[config.mk]
export PLATFORM = sky130hd
export DESIGN_NAME = alu_result_q_flat
export DESIGN_NICKNAME = d
export VERILOG_FILES = /design/src/rtl/alu_result_q_pkg.sv /design/src/rtl/alu_result_q_if.sv /design/src/rtl/alu_result_q_mem.sv /design/src/rtl/alu_result_q.sv /design/src/flat_wrapper.sv
export SDC_FILE = /design/constraint.sdc
export NUM_CORES = 1
export LEC_CHECK = 0
export CORE_MARGIN = 2
export CORE_UTILIZATION = 35
export CTS_CLUSTER_SIZE = 20
export DETAILED_ROUTE_END_ITERATION = 8
export PLACE_DENSITY = 0.52
export SETUP_SLACK_MARGIN = 0.5
export SLEW_MARGIN = 30
export SYNTH_ARGS = -nofsm -noshare
export SYNTH_HDL_FRONTEND = slang
export SYNTH_SLANG_ARGS = --single-unit
[constraint.sdc]
create_clock -name clk -period 1.7 [get_ports clk]
set_input_delay 0.34 -clock clk [delete_from_list [all_inputs] [get_ports clk]]
set_output_delay 0.34 -clock clk [all_outputs]
set_load 0.01 [all_outputs]
[src/rtl/alu_result_q_pkg.sv]
// ALU result queue shared definitions: widths, opcodes, FSM states.
// Optional feature macro: ALU_RESQ_PARITY_EN (per-entry even parity).
package alu_result_q_pkg;

  localparam int OP_W   = 3;
  localparam int ZCNT_W = 8;

  typedef enum logic [OP_W-1:0] {
    OP_ADD = 3'd0,
    OP_SUB = 3'd1,
    OP_AND = 3'd2,
    OP_OR  = 3'd3,
    OP_XOR = 3'd4,
    OP_SLT = 3'd5,
    OP_SLL = 3'd6
  } alu_op_e;

  typedef enum logic [1:0] {
    ST_EMPTY,
    ST_ACTIVE,
    ST_FULL
  } q_state_e;

  function automatic logic [ZCNT_W-1:0] sat_inc(
    input logic [ZCNT_W-1:0] c
  );
    return (&c) ? c : c + 1'b1;
  endfunction

endpackage

[src/rtl/alu_result_q_if.sv]
// ALU result queue handshake bundle (producer side + consumer side).
// Parity signals exist only with ALU_RESQ_PARITY_EN defined.
interface alu_result_q_if
  import alu_result_q_pkg::*;
#(
  parameter int DATA_W = 8
) ();

  logic              in_valid;
  logic              in_ready;
  logic [DATA_W-1:0] in_result;
  logic              in_zero;
  logic [OP_W-1:0]   in_op;
  logic              out_valid;
  logic              out_ready;
  logic [DATA_W-1:0] out_result;
  logic              out_zero;
  logic [OP_W-1:0]   out_op;
`ifdef ALU_RESQ_PARITY_EN
  logic              in_par;
  logic              out_par_err;
`endif

  modport slave (
    input  in_valid, in_result, in_zero, in_op, out_ready,
`ifdef ALU_RESQ_PARITY_EN
    input  in_par,
    output out_par_err,
`endif
    output in_ready, out_valid, out_result, out_zero, out_op
  );

  modport master (
    output in_valid, in_result, in_zero, in_op, out_ready,
`ifdef ALU_RESQ_PARITY_EN
    output in_par,
    input  out_par_err,
`endif
    input  in_ready, out_valid, out_result, out_zero, out_op
  );

endinterface

[src/rtl/alu_result_q_mem.sv]
// ALU result queue storage: register array, one write port,
// one asynchronous read port. Contents are not reset.
module alu_result_q_mem #(
  parameter int W     = 12,
  parameter int DEPTH = 4,
  parameter int PW    = $clog2(DEPTH)
) (
  input  logic          clk,
  input  logic          we,
  input  logic [PW-1:0] waddr,
  input  logic [W-1:0]  wdata,
  input  logic [PW-1:0] raddr,
  output logic [W-1:0]  rdata
);

  logic [W-1:0] mem [DEPTH];

  // write the entry at the tail on an accepted push
  always_ff @(posedge clk) begin
    if (we) mem[waddr] <= wdata;
  end

  assign rdata = mem[raddr];

endmodule

[src/rtl/alu_result_q.sv]
// ALU result queue: FIFO of {result, zero, op} with zero-flag stats.
// Define ALU_RESQ_PARITY_EN to carry and check per-entry parity.
module alu_result_q
  import alu_result_q_pkg::*;
#(
  parameter int DATA_W = 8,
  parameter int DEPTH  = 4
) (
  input  logic                   clk,
  input  logic                   rst_n,
  alu_result_q_if.slave          bus,
  input  logic                   clr_stats,
  output logic [$clog2(DEPTH):0] count,
  output logic [ZCNT_W-1:0]      zero_cnt
);

  localparam int PW = $clog2(DEPTH);
  localparam int CW = PW + 1;
`ifdef ALU_RESQ_PARITY_EN
  localparam int EW = DATA_W + OP_W + 2;
`else
  localparam int EW = DATA_W + OP_W + 1;
`endif

  q_state_e      state;
  logic [PW-1:0] wptr;
  logic [PW-1:0] rptr;
  logic          rdy;
  logic          vld;
  logic          push;
  logic          pop;
  logic [EW-1:0] wdata;
  logic [EW-1:0] rdata;

  assign push          = bus.in_valid & rdy;
  assign pop           = vld & bus.out_ready;
  assign bus.in_ready  = rdy;
  assign bus.out_valid = vld;

`ifdef ALU_RESQ_PARITY_EN
  logic par_q;
  assign wdata = {bus.in_result, bus.in_zero, bus.in_op, bus.in_par};
  assign {bus.out_result, bus.out_zero, bus.out_op, par_q} = rdata;
  assign bus.out_par_err = vld & ((^bus.out_result) ^ par_q);
`else
  assign wdata = {bus.in_result, bus.in_zero, bus.in_op};
  assign {bus.out_result, bus.out_zero, bus.out_op} = rdata;
`endif

  alu_result_q_mem #(
    .W     (EW),
    .DEPTH (DEPTH),
    .PW    (PW)
  ) u_mem (
    .clk   (clk),
    .we    (push),
    .waddr (wptr),
    .wdata (wdata),
    .raddr (rptr),
    .rdata (rdata)
  );

  // occupancy FSM, pointers and registered handshake outputs
  always_ff @(posedge clk or negedge rst_n) begin
    if (!rst_n) begin
      state <= ST_EMPTY;
      wptr  <= '0;
      rptr  <= '0;
      count <= '0;
      rdy   <= 1'b1;
      vld   <= 1'b0;
    end else begin
      if (push) wptr <= wptr + 1'b1;
      if (pop)  rptr <= rptr + 1'b1;
      unique case (state)
        ST_EMPTY: begin
          if (push) begin
            state <= ST_ACTIVE;
            count <= CW'(1);
            vld   <= 1'b1;
          end
        end
        ST_ACTIVE: begin
          if (push && !pop) begin
            count <= count + 1'b1;
            if (count == CW'(DEPTH - 1)) begin
              state <= ST_FULL;
              rdy   <= 1'b0;
            end
          end else if (pop && !push) begin
            count <= count - 1'b1;
            if (count == CW'(1)) begin
              state <= ST_EMPTY;
              vld   <= 1'b0;
            end
          end
        end
        ST_FULL: begin
          if (pop) begin
            state <= ST_ACTIVE;
            count <= count - 1'b1;
            rdy   <= 1'b1;
          end
        end
        default: begin
          state <= ST_EMPTY;
          count <= '0;
          rdy   <= 1'b1;
          vld   <= 1'b0;
        end
      endcase
    end
  end

  // saturating count of accepted zero results; clear wins
  always_ff @(posedge clk or negedge rst_n) begin
    if (!rst_n) begin
      zero_cnt <= '0;
    end else if (clr_stats) begin
      zero_cnt <= '0;
    end else if (push && bus.in_zero) begin
      zero_cnt <= sat_inc(zero_cnt);
    end
  end

endmodule

[src/flat_wrapper.sv]
// flat-port wrapper written by rule: the top's interface ports become plain ports
module alu_result_q_flat import alu_result_q_pkg::*;
#(
  parameter int DATA_W = 8,
  parameter int DEPTH  = 4
)
  (clk, rst_n, clr_stats, count, zero_cnt, bus_in_valid, bus_in_result, bus_in_zero, bus_in_op, bus_out_ready, bus_in_ready, bus_out_valid, bus_out_result, bus_out_zero, bus_out_op);
  alu_result_q_if #(.DATA_W(DATA_W)) bus_i ();
  input  logic clk;
  input  logic rst_n;
  input  logic clr_stats;
  output logic [$clog2(DEPTH):0] count;
  output logic [ZCNT_W-1:0] zero_cnt;
  input wire logic [$bits(bus_i.in_valid)-1:0] bus_in_valid;
  input wire logic [$bits(bus_i.in_result)-1:0] bus_in_result;
  input wire logic [$bits(bus_i.in_zero)-1:0] bus_in_zero;
  input wire logic [$bits(bus_i.in_op)-1:0] bus_in_op;
  input wire logic [$bits(bus_i.out_ready)-1:0] bus_out_ready;
  output wire logic [$bits(bus_i.in_ready)-1:0] bus_in_ready;
  output wire logic [$bits(bus_i.out_valid)-1:0] bus_out_valid;
  output wire logic [$bits(bus_i.out_result)-1:0] bus_out_result;
  output wire logic [$bits(bus_i.out_zero)-1:0] bus_out_zero;
  output wire logic [$bits(bus_i.out_op)-1:0] bus_out_op;
  assign bus_i.in_valid = bus_in_valid;
  assign bus_i.in_result = bus_in_result;
  assign bus_i.in_zero = bus_in_zero;
  assign bus_i.in_op = bus_in_op;
  assign bus_i.out_ready = bus_out_ready;
  assign bus_in_ready = bus_i.in_ready;
  assign bus_out_valid = bus_i.out_valid;
  assign bus_out_result = bus_i.out_result;
  assign bus_out_zero = bus_i.out_zero;
  assign bus_out_op = bus_i.out_op;
  alu_result_q #(.DATA_W(DATA_W), .DEPTH(DEPTH)) u_core (.clk(clk), .rst_n(rst_n), .bus(bus_i), .clr_stats(clr_stats), .count(count), .zero_cnt(zero_cnt));
endmodule
==> results of run 1 <==
## metal layers
| layer | part of all wire (%) | global-route usage [%] |
|---|---|---|
| met2 | 49 | 25.6 |
| met1 | 45 | 20.7 |
| met3 | 3.4 | 3.21 |
| met4 | 2.7 | 7.50 |
| met5 | 0 | 0 |
## cell families (layout without fill, tap and decap cells)
logic type	after synthesis	after routing
compound gates	30	30
xor+xnor	8	8
fa+ha+maj	9	9
buf+inv	15	122
flops	67	67
mux	16	16
simple gates	47	51
## cells in the final DEF, fill, tap and decap left out, types with 2 or more instances in the layout
cell type	count
clkinv_2	3
xor2_1	3
mux4_2	12
xnor2_1	2
dfrtp_2	3
a21oi_1	6
nand4_1	2
nand2_4	2
mux2i_1	4
edfxtp_1	48
xnor2_2	3
and2_4	2
buf_6	33
clkinvlp_4	2
clkbuf_8	9
o21ai_1	3
o21ai_2	2
nand4b_1	2
a31oi_4	2
inv_1	3
nor2_2	2
dfrtp_1	15
ha_1	3
clkdlybuf4s50_1	15
buf_4	36
ha_4	5
nor2_1	9
and3_4	9
buf_2	14
and3_1	2
nand2_1	9
and4_1	2
nor2b_1	2
o211ai_1	2
## power breakdown
part	leakage, nW	internal (mW)	switching [mW]	total [mW]
combinational	0.979	0.0368	0.0368	0.0736
clock	0.0783	0.507	0.601	1.11
sequential	0.667	1.75	0	1.75
total	1.72	2.30	0.637	2.93
## what timing repair did
action / in CTS / in global routing
cloned: 5 / 0
gates resized for setup: 158 / 27
pin swaps: 15 / 11
endpoints found under the setup margin: 91 / 91
buffers inserted: 30 / 12
## state kept, by name, indices dropped and copies added (netlist names)
| signal | count |
|---|---|
| u_core.bus.in_ready | 1 |
| u_core.bus.out_valid | 1 |
| u_core.count | 3 |
| u_core.rptr | 2 |
| u_core.state | 2 |
| u_core.u_mem.mem | 48 |
| u_core.wptr | 2 |
| u_core.zero_cnt | 8 |
## worst paths after layout
| kind | start | to | depth (start not counted) |
|---|---|---|---|
| max | u_core.rptr[0] | bus_out_result[0] | 4 |
| min | rst_n | u_core.zero_cnt[6] | 2 |
| max reg2reg | u_core.bus.in_ready | u_core.count[1] | 7 |
| min reg2reg | u_core.wptr[0] | u_core.wptr[0] | 2 |
| max in group asynchronous | rst_n | u_core.bus.in_ready | 2 |
| min in group clk | bus_in_valid | u_core.bus.in_ready | 2 |
## layout make-up
cell class | instances | area, um^2 | share of cell area, %
timing repair buffer | 101 | 918 | 20.9
multi-input combinational | 114 | 1240 | 28.2
clock buffer | 9 | 124 | 2.81
clock inverter | 6 | 33.8 | 0.768
tap | 105 | 131 | 2.99
inverter | 6 | 30.0 | 0.682
sequential | 67 | 1920 | 43.7
## per-stage QoR
step / setup WS (ns) / util (%) / TNS (ns) / total power, mW / area, um^2
global route: -0.278 / 53.8 / -3.13 / 3.05 / 4400
global placement: -0.200 / 44.4 / -6.50 / 1.86 / 3630
finish: -0.230 / 53.8 / -2.59 / 2.93 / 4400
detailed placement: -0.205 / 44.4 / -5.56 / 1.86 / 3630
floorplan: 0.236 / - / 0 / 1.79 / 3030
CTS: -0.245 / 51.2 / -2.77 / 2.97 / 4180
==> flow_summary_export.csv, run 1 <==
group,metric,value,unit
run_status,outcome,"complete, but fails checks",
run_status,violations,"negative setup slack",
detailed_routing,drc,0,
timing,hold_violations,0,
final_layout,final_layout_size_suffix_gt1_share,52.1,%
detailed_routing,drt_first_pass_iters,4,
global_route,antenna_found_initial,0,
floorplanning,dieArea,0.00917,mm^2
synthesis,netlist_instances,192,
global_route,track_usage,15.9,%
timing,setup_violations,12,
critical_path,worstSetupPathType,"reg -> out",
timing,drv_slew,0,
synthesis,yosysTopAreaCellShare,48.9,%
floorplanning,core,0.00818,mm^2
clocking,cts_inserted_buffers,9,
min_path,hp-class,"in -> async",
floorplanning,die_w,95.8,um
global_route,grt_pass1_wl,10600,um
detailed_routing,wl_per_cell,16.7,um
global_route,grt_remaining_overflow,0,
placement,globalplace.congestion,0.840,
critical_path,cp.arrival,1.59,ns
critical_path,crit_chain,"buf_4, buf_12, mux4_2, buf_6",
detailed_routing,via_count,2039,
synthesis,synthesis.nets,218,
clocking,insertion_delay,0.33,ns
synthesis,ys.warnings.count,0,
synthesis,synth_most_common_cell,"edfxtp_1",
synthesis,async_flop_share,28.4,%
detailed_routing,drtAntennaViolNets,0,
critical_path,critical_path.top_delay_family,"multiplexers",
synthesis,synthesis.area,0.00295,mm^2
timing,slew_headroom,70.4,%
critical_path,critPathMaxStageDelay,0.43,ns
floorplanning,initial_utilization,36.1,%
synthesis,yosysTopAreaCell,"edfxtp_1",
timing,finClkSkew,0.00570,ns
clocking,ctsHtreeMaxLevel,3,
critical_path,cp_num_buf_inv,3,
synthesis,synth_common_cells,"edfxtp_1 (48), dfrtp_1 (18), mux4_2 (12), nand2_1 (12), nor2_1 (11)",
timing,min_period,1.93,ns
critical_path,cp-end-kind,"output port",
synthesis,synth-xor-area-share,2.38,%
final_layout,area_delta_synth_final,49.3,%
timing,holdWs,0.337,ns
floorplanning,rows,33,
clocking,clkSinkCount,67,
timing,fin_ws,-0.230,ns
timing,clock.fmax,0.518,GHz
detailed_routing,drt-total-wl,6810,um
global_route,grt_max_degree,20,
synthesis,synth-compound-area-share,7.05,%
clocking,cts_tree,"yes",
floorplanning,die_h,95.8,um
pwr,powerDensity,667,mW/mm^2
synthesis,avgSynthCellArea,15.4,um^2
synthesis,synth_cell_types,42,
synthesis,synthSimpleGateAreaFrac,8.32,%
synthesis,ys_ff_latch,67,
clocking,cts.clk_slew.worst_paths,0.07,ns
timing,tightest_slew,0.444,ns
floorplanning,io_pins,42,
timing,fin_crit_sh,114,%
critical_path,worst-path-max-fanout,5,
synthesis,synthMuxAreaShare,10.5,%
clocking,cts_root_buf,"clkbuf_8",
final_layout,diodes,0,
timing,grt_setup_unrepaired,"yes",
global_route,grt_pass1_vias,2039,
critical_path,cp_slowest_cell,"mux4_2",
synthesis,synth_edf_count,48,
synthesis,ys_seq_area_share,65.1,%
detailed_routing,drtIter0Drc,41,
flow_run,max_cap_violations,0,
synthesis,synthFlopType,"edfxtp_1",
synthesis,synth_area_leaders,"edfxtp_1 (49%), dfrtp_1 (15%), mux4_2 (9.2%), ha_1 (3.8%), nand2_1 (1.5%)",
pwr,ir_worst_vdd,0.311,mV
final_layout,nFillCells,711,
detailed_routing,viasPerCell,5.00,
clocking,cts_hold_buf,0,
placement,numPortBuffers,41,
clocking,cts_buffer_depth,2,
final_layout,nets,325,
placement,place_hpwl,3900,um
final_layout,final_cells,408,
synthesis,synth_top_family_by_area,"multiplexers",
pwr,p_leak,1.72,nW
placement,place_inst,346,
critical_path,cp_data_required_time,1.36,ns
synthesis,post_synth_fa_ha_maj_area_fraction,3.82,%
critical_path,reg2reg_slack,0.25,ns
critical_path,start_kind,"flip-flop",
Power figures use the tool's default switching activity.
==> run 2: changes to the inputs <==
--- a/config.mk
+++ b/config.mk
@@ -5,10 +5,12 @@
 export SDC_FILE = /design/constraint.sdc
 export NUM_CORES = 1
 export LEC_CHECK = 0
+export ABC_AREA = 0
 export CORE_MARGIN = 2
 export CORE_UTILIZATION = 35
 export CTS_CLUSTER_SIZE = 20
 export DETAILED_ROUTE_END_ITERATION = 8
+export GPL_ROUTABILITY_DRIVEN = 0
 export PLACE_DENSITY = 0.52
 export SETUP_SLACK_MARGIN = 0.5
 export SLEW_MARGIN = 30
==> results of run 2 <==
Final layout, timing and power as in run 1 (identical DEF).
==> run 3: changes to the inputs <==
--- a/config.mk
+++ b/config.mk
@@ -7,11 +7,11 @@
 export LEC_CHECK = 0
 export ABC_AREA = 0
 export CORE_MARGIN = 2
-export CORE_UTILIZATION = 35
+export CORE_UTILIZATION = 54
 export CTS_CLUSTER_SIZE = 20
 export DETAILED_ROUTE_END_ITERATION = 8
 export GPL_ROUTABILITY_DRIVEN = 0
-export PLACE_DENSITY = 0.52
+export PLACE_DENSITY = 0.76
 export SETUP_SLACK_MARGIN = 0.5
 export SLEW_MARGIN = 30
 export SYNTH_ARGS = -nofsm -noshare
==> run 3 against run 2 <==
Against the previous run: the run still ends with negative setup slack left; utilization up 28 points; highest routed layer unchanged; via count up 5.3%; largest power group unchanged; register-to-register slack got worse by 0.14 ns; clock power up 4%; non-clock buffer count fell by 13; first-iteration DRC count rose to 3.4 times the previous value; design area down 3.7%; die area down 34%; clock skew shrank 0.00097 ns; worst setup slack better by 0.047 ns; flip-flop and latch count did not move.
==> flow_summary_export.csv, run 3 (synthesized netlist as in run 1, its figures left out) <==
group,metric,value,unit
final_layout,nFillCells,266,
pwr,p_switching,0.626,mW
pwr,p_leak,1.64,nW
pwr,finalPower,2.98,mW
final_layout,reg.largest.list,"u_core.u_mem.mem: 48 flops, u_core.zero_cnt: 8 flops, u_core.count: 3 flops",
final_layout,area_delta_synth_final,43.8,%
detailed_routing,via_count,2148,
timing,tns,-1.87,ns
critical_path,cp-end-kind,"output port",
pwr,seq_power_share,58.8,%
clocking,clkSinkCount,67,
flow_run,max_cap_violations,0,
critical_path,worstSetupPathType,"reg -> out",
global_route,track_usage,24.0,%
critical_path,worst_r2r_startpoint,"u_core.zero_cnt[1]",
floorplanning,dieArea,0.00607,mm^2
timing,holdWs,0.359,ns
final_layout,max_flop_register,"u_core.u_mem.mem",
clocking,cts.clk_slew.worst_paths,0.07,ns
timing,fin_crit_sh,111,%
pwr,pwr-share-comb,2.7,%
floorplanning,initial_utilization,57.0,%
timing,min_period,1.88,ns
clocking,cts_tree,"yes",
global_route,grt_remaining_overflow,0,
global_route,grt_pass1_vias,2163,
critical_path,r2r-end,"u_core.zero_cnt[3]",
run_status,outcome,"complete, but fails checks",
critical_path,rr_worst_depth,6,
timing,tightest_slew,0.437,ns
critical_path,worst-path-max-fanout,5,
floorplanning,core,0.00517,mm^2
timing,drv_slew,0,
floorplanning,rows,26,
global_route,grt_max_degree,20,
pwr,internal_power,2.35,mW
clocking,cts_buffer_depth,2,
timing,hold_violations,0,
clocking,insertion_delay,0.33,ns
clocking,cts_hold_buf,0,
final_layout,diodes,0,
detailed_routing,drt_first_pass_iters,4,
pwr,swShare,21.0,%
detailed_routing,viasPerCell,5.93,
timing,finClkSkew,0.00472,ns
global_route,antenna_found_initial,0,
timing,grt_setup_unrepaired,"yes",
placement,place_hpwl,4110,um
clocking,ctsHtreeMaxLevel,3,
critical_path,start_kind,"flip-flop",
pwr,power_frac_clock,38.5,%
min_path,hp-class,"in -> async",
critical_path,cp.arrival,1.54,ns
clocking,cts_root_buf,"clkbuf_8",
critical_path,reg2reg_slack,0.11,ns
floorplanning,die_w,77.9,um
placement,numPortBuffers,41,
detailed_routing,drt-total-wl,7440,um
global_route,grt_pass1_wl,10900,um
critical_path,cp_data_required_time,1.36,ns
final_layout,nets,313,
detailed_routing,drtIter0Drc,140,
pwr,powerDensity,703,mW/mm^2
detailed_routing,wl_per_cell,20.5,um
floorplanning,io_pins,42,
timing,setup_violations,12,
detailed_routing,drc,0,
final_layout,layout_common_cells,"edfxtp_1 (48), buf_6 (31), buf_4 (25)",
detailed_routing,drtAntennaViolNets,0,
timing,slew_headroom,70.9,%
final_layout,largest_reg_flops,48,
final_layout,layout_commonest_cell,"edfxtp_1",
floorplanning,die_h,77.9,um
timing,fin_ws,-0.183,ns
pwr,ir_worst_vdd,0.410,mV
timing,clock.fmax,0.531,GHz
clocking,cts_inserted_buffers,9,
run_status,violations,"negative setup slack",
final_layout,final_layout_size_suffix_gt1_share,51.0,%
[run 3: cell types whose count changed in the layout (fill, tap and decap cells not counted), sizes merged]
cell           previous run  this run
buf                      85        72
clkbuf                    9        11
clkdlybuf4s50            15        14
clkinv                    4         3
dlymetal6s2s              0         1
nand2                    13        14
[run 3: area by class of cell]
| class | instances | area (um^2) | area share [%] |
|---|---|---|---|
| clock buffers | 11 | 141 | 3.34 |
| clock inverters | 5 | 30.0 | 0.708 |
| inverters | 6 | 22.5 | 0.531 |
| multi-input cells | 115 | 1240 | 29.3 |
| flip-flops and latches | 67 | 1920 | 45.4 |
| well taps | 70 | 87.6 | 2.07 |
| repair buffers | 88 | 793 | 18.7 |
[run 3: critical path, stage by stage, from the launching register on]
cell and delay [ns]:
dfrtp_2 0.41, buf_6 0.15, mux4_2 0.52, buf_6 0.14
[run 3: per-stage QoR]
stage               util [%]  std cells  instance area [um^2]  worst slack (ns)
floorplan                  -        192                  3030             0.236
global placement        68.9        308                  3570            -0.155
detailed placement      68.9        308                  3570            -0.191
CTS                     78.5        356                  4060            -0.228
global route            82.0        362                  4240            -0.238
finish                  82.0        362                  4240            -0.183
[run 3: worst max-delay path by stage]
stage	slack, ns	to	startpoint	cells after the start
2_1_floorplan	0.24	bus_out_op[0]	u_core.rptr[0]	3
3_3_place_gp	-0.15	bus_out_result[5]	u_core.rptr[0]	3
3_5_place_dp	-0.19	bus_out_result[1]	u_core.rptr[0]	3
4_1_cts	-0.23	bus_out_result[4]	u_core.rptr[0]	3
5_1_grt	-0.24	bus_out_result[4]	u_core.rptr[0]	3
6_report	-0.18	bus_out_result[4]	u_core.rptr[0]	3
[run 3: power groups by stage]
stage	clock network (mW)	logic, mW	registers, mW
after global routing	1.23	0.0858	1.75
final	1.15	0.0790	1.75
after floorplan	0	0.00269	1.79
after global placement	0	0.0676	1.79
after CTS	1.16	0.0742	1.75
after detailed placement	0	0.0720	1.79
[run 3: repair_timing]
action	in CTS	in global routing
setup buffers	28	5
endpoints found under the setup margin	90	90
pin swaps	16	18
resized for setup	147	31
gates cloned	4	1
[run 3: layer usage]
layer / global-route usage (%) / up-vias / routed length [um]
met5: 0 / - / 0
met3: 4.65 / 30 / 305
li1: - / 939 / -
met2: 41.6 / 83 / 3920
met1: 27.9 / 1096 / 2960
met4: 13.2 / 0 / 244
